### config.mk
export PLATFORM = sky130hd
export DESIGN_NAME = matrix_scan_scroller
export DESIGN_NICKNAME = d
export VERILOG_FILES = /design/src/rtl/panel_pkg.sv /design/src/rtl/tick_edge_detect.sv /design/src/rtl/matrix_scan_scroller.sv
export SDC_FILE = /design/constraint.sdc
export NUM_CORES = 1
export LEC_CHECK = 0
export CAP_MARGIN = 20
export CELL_PAD_IN_SITES_DETAIL_PLACEMENT = 1
export CELL_PAD_IN_SITES_GLOBAL_PLACEMENT = 2
export CORE_ASPECT_RATIO = 0.6
export CORE_MARGIN = 1
export CORE_UTILIZATION = 33
export DETAILED_ROUTE_END_ITERATION = 16
export GPL_TIMING_DRIVEN = 0
export PLACE_DENSITY_LB_ADDON = 0.1
export SYNTH_ARGS = -nofsm -noshare
export SYNTH_HDL_FRONTEND = slang
export SYNTH_SLANG_ARGS = --single-unit
export TNS_END_PERCENT = 20
### constraint.sdc
create_clock -name CLK -period 4 [get_ports CLK]
set_input_delay 0.4 -clock CLK [delete_from_list [all_inputs] [get_ports CLK]]
set_output_delay 0.4 -clock CLK [all_outputs]
set_load 0.05 [all_outputs]
### src/rtl/panel_pkg.sv
`default_nettype none
// ============================================================================
// panel_pkg : shared LED-panel geometry and scan-state encoding
// Revision  : 1.0
// ============================================================================
package panel_pkg;

    localparam int c_num_cols         = 5;
    localparam int c_num_rows         = 7;
    localparam int c_msg_cols_default = 40;

    typedef enum logic [0:0] {
        IDLE = 1'b0,
        SCAN = 1'b1
    } scan_state_t;

endpackage
`default_nettype wire

### src/rtl/tick_edge_detect.sv
`default_nettype none
// ============================================================================
// tick_edge_detect : one-CLK step pulse on each rising edge of a divider tick
// Revision         : 1.0
// ============================================================================
module tick_edge_detect
    import panel_pkg::*;
(
    input  logic clk,
    input  logic rst_n,
    input  logic i_tick,
    output logic o_step
);

    logic r_tick_q;

    // Resetting to 1 hides a tick that is already high when reset releases.
    always_ff @(posedge clk) begin
        if (!rst_n) begin
            r_tick_q <= 1'b1;
        end else begin
            r_tick_q <= i_tick;
        end
    end

    assign o_step = i_tick & ~r_tick_q;

endmodule
`default_nettype wire

### src/rtl/matrix_scan_scroller.sv
`default_nettype none
// ============================================================================
// matrix_scan_scroller : one-hot column scan and horizontal message scroll
// Revision             : 1.0
// ============================================================================
module matrix_scan_scroller
    import panel_pkg::*;
#(
    parameter int NUM_COLS         = c_num_cols,
    parameter int MSG_COLS         = c_msg_cols_default,
    parameter int FRAMES_PER_SHIFT = 8,
    parameter int ADDR_W           = 6
) (
    input  logic                CLK,
    input  logic                RESET_N,
    input  logic                TICK_IN,
    input  logic                ENABLE,
    input  logic                PAUSE,
    output logic [NUM_COLS-1:0] COL_SEL,
    output logic [2:0]          COL_IDX,
    output logic [ADDR_W-1:0]   MSG_COL_ADDR,
    output logic                FRAME_DONE,
    output logic                SHIFT_DONE
);

    localparam int FC_W = (FRAMES_PER_SHIFT > 1) ? $clog2(FRAMES_PER_SHIFT) : 1;

    localparam logic [2:0]        c_last_col   = 3'(NUM_COLS - 1);
    localparam logic [FC_W-1:0]   c_last_frame = FC_W'(FRAMES_PER_SHIFT - 1);
    localparam logic [ADDR_W-1:0] c_last_msg   = ADDR_W'(MSG_COLS - 1);
    localparam logic [ADDR_W:0]   c_msg_cols   = (ADDR_W + 1)'(MSG_COLS);

    logic                w_step;
    logic [ADDR_W:0]     w_sum;

    scan_state_t         r_state;
    logic [2:0]          r_col;
    logic [FC_W-1:0]     r_frame_cnt;
    logic [ADDR_W-1:0]   r_offset;
    logic [NUM_COLS-1:0] r_col_sel;
    logic                r_frame_done;
    logic                r_shift_done;

    tick_edge_detect u_tick_edge (
        .clk    (CLK),
        .rst_n  (RESET_N),
        .i_tick (TICK_IN),
        .o_step (w_step)
    );

    always_ff @(posedge CLK) begin
        if (!RESET_N) begin
            r_state      <= IDLE;
            r_col        <= 3'd0;
            r_frame_cnt  <= '0;
            r_offset     <= '0;
            r_col_sel    <= '0;
            r_frame_done <= 1'b0;
            r_shift_done <= 1'b0;
        end else begin
            r_frame_done <= 1'b0;
            r_shift_done <= 1'b0;
            case (r_state)
                IDLE: begin
                    r_col       <= 3'd0;
                    r_frame_cnt <= '0;
                    r_col_sel   <= '0;
                    if (ENABLE) begin
                        r_state   <= SCAN;
                        r_col_sel <= NUM_COLS'(1);
                    end
                end
                SCAN: begin
                    // Disable wins over a coincident step; offset is kept.
                    if (!ENABLE) begin
                        r_state     <= IDLE;
                        r_col       <= 3'd0;
                        r_frame_cnt <= '0;
                        r_col_sel   <= '0;
                    end else if (w_step) begin
                        if (r_col < c_last_col) begin
                            r_col     <= r_col + 3'd1;
                            r_col_sel <= r_col_sel << 1;
                        end else begin
                            r_col        <= 3'd0;
                            r_col_sel    <= NUM_COLS'(1);
                            r_frame_done <= 1'b1;
                            // While paused the count parks at its last value so
                            // the first unpaused wrap shifts immediately.
                            if (r_frame_cnt < c_last_frame) begin
                                r_frame_cnt <= r_frame_cnt + FC_W'(1);
                            end else if (!PAUSE) begin
                                r_frame_cnt  <= '0;
                                r_offset     <= (r_offset == c_last_msg) ? '0
                                                : r_offset + ADDR_W'(1);
                                r_shift_done <= 1'b1;
                            end
                        end
                    end
                end
                default: r_state <= IDLE;
            endcase
        end
    end

    assign w_sum = {1'b0, r_offset} + (ADDR_W + 1)'(r_col);

    assign MSG_COL_ADDR = ADDR_W'((w_sum >= c_msg_cols) ? (w_sum - c_msg_cols) : w_sum);
    assign COL_SEL      = r_col_sel;
    assign COL_IDX      = r_col;
    assign FRAME_DONE   = r_frame_done;
    assign SHIFT_DONE   = r_shift_done;

endmodule
`default_nettype wire

; Word-level counts from Yosys, hierarchy flattened
; Index checks and enable logic that the tools add are counted.
[word_totals]
regBits = 21
in_bits = 5
out_inout_bits = 16
word_cells = 53
[op_classes]
addsub = 5
magnitude_cmp = 3
n_eq_ne = 4
muxes = 20
n_bitwise = 9
reduce_logical = 4
[ops]
columns = cell, count
row1 = $mux 3, 8
row2 = $mux 5, 3
row3 = $mux 6, 2
row4 = $pmux 3 s2, 2
row5 = $pmux 5 s2, 1
row6 = $not 1->1, 8
row7 = $add 6x3->7, 1
row8 = $ge 7x6->1 const B, 1
row9 = $add 3x1->3 const B, 2
row10 = $add 6x1->6 const B, 1
row11 = $eq 6x6->1 const B, 1
row12 = $lt 3x3->1 const B, 2
row13 = $reduce_and 6->1, 1
row14 = $reduce_or 6->1, 1
row15 = $sub 6x6->6 const B, 1
row16 = $mux 1, 4
row17 = $ne 4x3->1 const B, 1
row18 = $reduce_and 4->1, 1
row19 = $ne 3x2->1 const B, 1
row20 = $ne 3x3->1 const B, 1
row21 = $reduce_and 3->1, 1
row22 = $and 1x1->1, 1

; Longest topological paths before layout
; Gate-level depths: netlist of the first run.
[logic_depth]
word_depth = 6
ltp_mapped = 7
depth_no_buf = 7

; By module
; From an unflattened synthesis of the first run, not the netlist that was laid out.
[unflattened]
cells_unflattened = 123
area_unflattened_um2 = 1151.1
[modules_own_cells]
columns = module, instances, cells_each, area_each_um2
row1 = matrix_scan_scroller, 1, 120, 1111.1
row2 = tick_edge_detect, 1, 3, 40.0

; Worst setup path after synthesis of the first run
; Ideal clock, no wire load.
[synth_path]
kind = reg-to-output
start = reg r_col[0] (netlist: COL_IDX[0])
end = out MSG_COL_ADDR[3]
arrival_time_ps = 3394
required_time_ps = 3600
slack_ps = 206
path_stages_with_launch = 8
path_cell_list = dfxtp_1 -> ha_1 -> fa_1 -> xor2_1 -> nor4b_1 -> a41oi_1 -> o21ai_1 -> xnor2_1
[synth_between]
elab_chain_len = 3
[synth_lines]
columns = element, line_no
row1 = start: declaration, matrix_scan_scroller.sv:37  ; logic [2:0] r_col;
row2 = start signal: assignment, matrix_scan_scroller.sv:82  ; r_col <= r_col + 3'd1;
row3 = $add 6x3->7 *, matrix_scan_scroller.sv:106  ; assign w_sum = {1'b0, r_offset} + (ADDR_W + 1)'(r_col);
row4 = $sub 6x6->6 / $ge 7x6->1 (equally long branches), matrix_scan_scroller.sv:108  ; assign MSG_COL_ADDR = ADDR_W'((w_sum >= c_msg_cols) ? (w_sum - c_msg_cols) : w_sum);
row5 = $mux 6 *, matrix_scan_scroller.sv:108
row6 = end: declaration, matrix_scan_scroller.sv:21  ; output logic [ADDR_W-1:0] MSG_COL_ADDR,
; Every way passes the cells marked *; elsewhere a longest branch is shown, timed or not.

; Worst setup path in the final report of the first run
[layout_path]
start = reg r_col[0] (netlist: COL_IDX[0])
end = out MSG_COL_ADDR[4]
; Same word-level chain as after synthesis.

==> impl_results.md, run 1 <==
* RSZ-0062 raised after global routing: no
* Post-route ant nets at 0
* Clk slew on worst S/H paths at 0.08 ns
* Sink Count at 21
* Vias in the first global route at just under 900
* Synth warn at 0
* Root Buffer: clkbuf_8
* Area occupied by multi-input gates at 665.6 sq um
* Post-synth EDFFs at 0
* Area growth syn-to-layout at 26.79%
* First-pass GRT wire length at around 4200 um
* Crit. End Element: output pin
* Finished Core Util at a little under half
* Final Hold Vio Count at 0
* # rows at 15
* DR iter-0 viols at 19
* FMAX at approximately 0.28 GHz
* Leakage at 0.5648 nW
* Post-CTS Hold Buffers at 0
* Crit path max fanout at 5
* Core Region at 3040 sq um
* Via count at roughly 940
* Crit Path Category: flip-flop to output pin
* Nets at 159
* Maxcap violations at 0
* Final period util at between 80% and 90%
* Syn Area/Cell at 9.224 sq um
* CP max stage delay at between 0.8 and 0.9 ns
* CTS tree: built
* DRT Wirelength at around 2500 um
* Post-Route M1 WL at 1340 um
* Prevailing post-synth register cell: dfxtp_1
* Ant diodes at 0
* Post-synth ARST share at 0%
* WL met2 at 973 um
* DP Wirelength at 1917 um
* Port Buffer Count at 20
* Total congestion overflow at 0
* Die ar. at 3626 sq um
* Slowest cell on crit path: clkdlybuf4s50_1
* Die X at a little under 80 um
* Seq. cell area at 420.4 sq um
* Final setup violation count at 0
* Clock Path Buffers at 2
* Fin Setup TNS at 0 ns
* Slew Viols, Final at 0
* Synth Cell Area at 1116 sq um
* Synth Instances at 121
* Synth cell types at 37
* WL/cell at 13.18 um
* Share of cells above drive strength 1 at under 10%
* Worst VDD drop at 0.1420 mV
* All-Layer GR Usage at 15.72%
* Resized Gates After CTS at 0
* CP top delay family: buffers and inverters
* Postcts setup bufs at 0
* Least-Margin Pin Slew at roughly 0.50 ns
* Initial antenna violation count at 0
* Sequential area share after synthesis at 37.67%
* Initial DRT Pass Iterations at 4
* Status: finished, final reports clean
* Max H-tree Level at 1
* Placer Congestion at approximately 0.8
* HP Class: flip-flop to flip-flop
* Tmin final at 3.597 ns
* Top Layer Used: met4
* Initial core utilization at 36.71%
* Drc violations at 0
* Post-Route Skew at approximately 0.0021 ns
* Pwr Density at 260.5 nW/um^2
* Met3 routed WL at 124 um
* Post-synthesis net count at 134
* Worst hold slack at 0.4982 ns
* Critical path buffers and inverters at 1
* Die extent in y at 47.05 um
* Via density at 5.048
* Crit path launch type: flip-flop
* I/O Pins at 21
* Crit-path cells: ha_1 -> fa_1 -> xor2_1 -> nor4b_1 -> a41oi_1 -> o21ai_1 -> mux2i_1 -> clkdlybuf4s50_1
* Crit path DAT at ~3.2 ns
* Clock latency reported for the late side of the worst-skew pair at 0.26 ns
* Total CTS buffers at 3
* Rel. slew slack at about 66%
* FF+latch count, synth at 21
* Filler instances at 364
* Req. time, crit path at 3.60 ns
* Largest net degree at the start of global routing at 13
-- metrics by stage --
stage	instance area (sq um)	std cells	total power, mW	setup slack [ns]
after floorplan	1116	121	0.2251	0.2055
after global placement	1369	183	0.2342	0.7054
after detailed placement	1369	183	0.2348	0.6784
after CTS	1415	187	0.3751	0.3750
after global routing	1415	187	0.3879	0.1762
final	1415	187	0.3686	0.4033
-- path summary, 6_finish.rpt --
kind | from | to | cells past startpoint | slack, ns
worst max-delay path | COL_IDX[0] | MSG_COL_ADDR[4] | 8 | 0.40
worst max register to register | COL_IDX[2] | r_offset[4] | 6 | 2.21
worst min-delay path | COL_SEL[4] | COL_SEL[4] | 2 | 0.50
worst min register to register | COL_SEL[4] | COL_SEL[4] | 2 | 0.50
-- cells by family (layout without fill, tap and decap cells) --
family | after synthesis | in the layout | synth area share [%]
adders and majority gates | 8 | 8 | 9.641
and+or+nand+nor | 57 | 57 | 29.48
xor gates and xnor gates | 9 | 9 | 7.062
DFF | 21 | 21 | 37.67
buffers and inverters | 5 | 29 | 2.691
muxes | 3 | 3 | 2.803
AOI/OAI and AO/OA | 18 | 18 | 10.65
-- Yosys cell counts (2+ instances only) --
cell type / number / share of area (%)
a31oi_1: 2 / 1.1
nand2_1: 11 / 3.7
nor3_1: 3 / 1.3
a21oi_1: 8 / 3.6
a21o_1: 2 / 1.3
ha_1: 7 / 7.8
nand3_1: 4 / 1.8
nand2b_1: 2 / 1.1
xnor2_1: 5 / 3.9
nor3b_1: 6 / 4.0
clkbuf_1: 2 / 0.67
nand4_1: 2 / 1.1
mux2i_1: 2 / 1.8
and2_1: 2 / 1.1
nor2b_1: 2 / 1.1
dfxtp_1: 21 / 38
xor2_1: 4 / 3.1
and4_1: 2 / 1.6
nor2_1: 16 / 5.4
-- where the power goes --
group	total [mW]	internal (mW)	switching, mW	leakage, nW
Combinational	0.0177	0.00725	0.0105	0.369
Clock	0.139	0.0694	0.0696	0.0255
Sequential	0.212	0.211	0.00130	0.170
Total	0.369	0.287	0.0814	0.565
-- routing by layer --
| metal | track usage, % | vias to the layer above |
|---|---|---|
| li1 | - | 477 |
| met1 | 21.10 | 440 |
| met2 | 24.11 | 23 |
| met3 | 5.243 | 4 |
| met4 | 5.660 | 0 |
| met5 | 0 | - |
-- state kept, by name, summed over array words and instances, names as in the netlist --
| register | cells |
|---|---|
| u_tick_edge.r_tick_q | 1 |
| COL_SEL | 5 |
| COL_IDX | 3 |
| r_offset | 6 |
| r_state | 1 |
| SHIFT_DONE | 1 |
| FRAME_DONE | 1 |
| r_frame_cnt | 3 |
-- cell usage in the layout, fill, tap and decap left out, types with 2 or more instances in the layout --
cell,count
dfxtp_1,21
clkdlybuf4s50_1,20
nor2_1,16
nand2_1,11
a21oi_1,8
ha_1,7
nor3b_1,6
xnor2_1,5
nand3_1,4
xor2_1,4
nor3_1,3
clkbuf_8,3
nor2b_1,2
a21o_1,2
and4_1,2
mux2i_1,2
clkbuf_1,2
nand2b_1,2
a31oi_1,2
nand4_1,2
and2_1,2
-- area by class of cell --
type	count	share of cell area, %
inverter	1	0.2653
clock buffer	3	2.918
clock inverter	1	0.3537
sequential	21	29.71
buffer	4	1.857
multi-input combinational	95	47.04
tap	42	3.714
timing repair buffer	20	14.15
-- worst reg2reg max path, cell delays in order, from the launching register on --
cell      delay (ns)
dfxtp_1         0.39
buf_6           0.16
nand3b_4        0.13
nor4_4          0.52
nand4_1         0.19
xnor2_1         0.15
and2_1          0.15
(Power assumes the default switching activity.)
==> run 2: changes to the inputs <==
- PLACE_DENSITY_LB_ADDON: 0.1 -> 0.15
==> impl_results.md, run 2 (synthesized netlist as in run 1, its figures left out) <==
* Status: finished, final reports clean
* HP Class: flip-flop to flip-flop
* Crit Path Category: flip-flop to output pin
* # rows at 15 (unchanged)
* Final Hold Vio Count at 0 (unchanged)
* WL/cell at 12.78 um (-3.0%)
* Die extent in y at 47.05 um (unchanged)
* Largest net degree at the start of global routing at 14 (+1)
* P_int at 0.2881 mW (+0.33%)
* Total congestion overflow at 0 (unchanged)
* Port Buffer Count at 20 (unchanged)
* Reg with most FFs: r_offset
* Leakage at 0.5610 nW (-0.67%)
* Fin Setup TNS at 0 ns (unchanged)
* Area growth syn-to-layout at 27.02%
* Maxcap violations at 0 (unchanged)
* Crit path max fanout at 4 (-1)
* RSZ-0062 raised after global routing: no
* Share of cells above drive strength 1 at 8.276% (unchanged)
* Crit path DAT at 3.21 ns (about the same)
* Nets at 159 (unchanged)
* Worst VDD drop at 0.1315 mV (-7.3%)
* Via density at 4.845 (-4.0%)
* Commonest non-fill, non-tap cell in the layout: dfxtp_1
* Flop pwr share at 56.8% (-0.7 points)
* Hold Path Stages at 2 (unchanged)
* FMAX at 0.2767 GHz (-0.49%)
* Req. time, crit path at 3.60 ns (about the same)
* Rel. slew slack at 66.16% (-0.20 points)
* Post-route ant nets at 0 (unchanged)
* Initial antenna violation count at 0 (unchanged)
* Max reg flops at 6 (unchanged)
* Post-CTS Hold Buffers at 0 (unchanged)
* Final setup violation count at 0 (unchanged)
* Clock share of power at 38.5% (+0.8 points)
* Clock Path Buffers at 2 (unchanged)
* Die ar. at 3626 sq um (unchanged)
* Tmin final at 3.615 ns (+0.01781 ns)
* Slew Viols, Final at 0 (unchanged)
* Resized Gates After CTS at 0 (unchanged)
* Crit path launch type: flip-flop
* Clock latency reported for the late side of the worst-skew pair at 0.26 ns (about the same)
* DRT Wirelength at 2390 um (-3.0%)
* Net switching power at 0.08448 mW (+3.7%)
* Dpl cells at 183 (unchanged)
* Register-to-Register Path Depth at 6 (unchanged)
* Pwr Density at 262.8 nW/um^2 (+0.90%)
* DP Wirelength at 1946 um (+1.5%)
* First-pass GRT wire length at 3981 um (-5.3%)
* Seq. cell area at 420.4 sq um (unchanged)
* Max H-tree Level at 1 (unchanged)
* Post-Route Skew at 0.004063 ns (+0.002011 ns)
* Sink Count at 21 (unchanged)
* CTS tree: built
* Most frequent cells in the layout: dfxtp_1 (21), clkdlybuf4s50_1 (20), nor2_1 (16)
* Hold_sp: COL_SEL[0]
* Initial core utilization at 36.71% (unchanged)
* Switching share of power at 22.67% (+0.58 points)
* Root Buffer: clkbuf_8
* Ant diodes at 0 (unchanged)
* Placer Congestion at 0.8334 (+4.4%)
* Fin cells at 187 (unchanged)
* Area occupied by multi-input gates at 665.6 sq um (unchanged)
* Initial DRT Pass Iterations at 4 (unchanged)
* Final period util at 90.36% (+0.45 points)
* Drc violations at 0 (unchanged)
* Filler instances at 364 (unchanged)
* Least-Margin Pin Slew at 0.5060 ns (+0.005212 ns)
* Clk slew on worst S/H paths at 0.08 ns (about the same)
* Tot Pwr at 0.3726 mW (+1.1%)
* All-Layer GR Usage at 14.80% (-0.92 points)
* Total CTS buffers at 3 (unchanged)
* Worst Slack Setup Final at 0.3855 ns (-0.01780 ns)
* Core Region at 3040 sq um (unchanged)
* Reg-to-reg endpoint: r_offset[4]
* Vias in the first global route at 816 (-6.8%)
* Via count at 906 (-4.0%)
* Setup Slack @ Placement at 0.6598 ns (-0.01864 ns)
* Die X at 77.08 um (unchanged)
* Postcts setup bufs at 0 (unchanged)
* I/O Pins at 21 (unchanged)
* R2R setup slack at 2.23 ns (+0.02 ns)
* DR iter-0 viols at 39 (+20)
* Hold Crit Endpoint: COL_SEL[0]
* Crit. End Element: output pin
* Logic pwr share at 4.7% (about the same)
* R2r startpoint: COL_IDX[2]
==> run 2: routing by layer <==
metal  global-route usage, %  wire length, um
met5                       0                0
met4                   3.396                8
met3                   4.660              106
met2                   22.86              928
met1                   20.54             1346
==> run 2: power groups by stage <==
stage / clock [mW] / sequential, mW / combinational [mW]
after floorplan: 0 / 0.219 / 0.00631
after global placement: 0 / 0.217 / 0.0175
after detailed placement: 0 / 0.217 / 0.0176
after CTS: 0.153 / 0.212 / 0.0177
after global routing: 0.162 / 0.212 / 0.0189
final: 0.143 / 0.212 / 0.0175
==> run 2: worst max-delay path: stages (launching register included) <==
cell and delay (ns):
dfxtp_1 0.37, ha_1 0.24, fa_1 0.43, xor2_1 0.20
nor4b_1 0.30, a41oi_1 0.20, o21ai_1 0.18, mux2i_1 0.22
clkdlybuf4s50_1 0.82
==> run 2: final cells by class <==
class / instances / area share [%]
multi-input cells: 95 / 46.95
flip-flops and latches: 21 / 29.66
repair buffers: 20 / 14.12
well taps: 42 / 3.707
clock buffers: 3 / 2.913
plain buffers: 4 / 1.853
clock inverters: 1 / 0.5296
inverters: 1 / 0.2648
==> run 2: how the worst max path moves through the flow <==
stage	to	from
after floorplan	MSG_COL_ADDR[3]	COL_IDX[0]
after CTS	MSG_COL_ADDR[4]	r_offset[0]
after global routing	MSG_COL_ADDR[4]	r_offset[0]
after global placement	MSG_COL_ADDR[4]	r_offset[0]
after detailed placement	MSG_COL_ADDR[4]	r_offset[0]
final	MSG_COL_ADDR[4]	r_offset[0]
==> run 2: stage by stage <==
stage | hold WS (ns) | utilization (%) | area [sq um]
3_5_place_dp | 0.4988 | 45.02 | 1369
5_1_grt | 0.5499 | 46.63 | 1418
2_1_floorplan | 0.4527 | - | 1116
4_1_cts | 0.5147 | 46.63 | 1418
3_3_place_gp | 0.4662 | 45.02 | 1369
6_report | 0.5088 | 46.63 | 1418
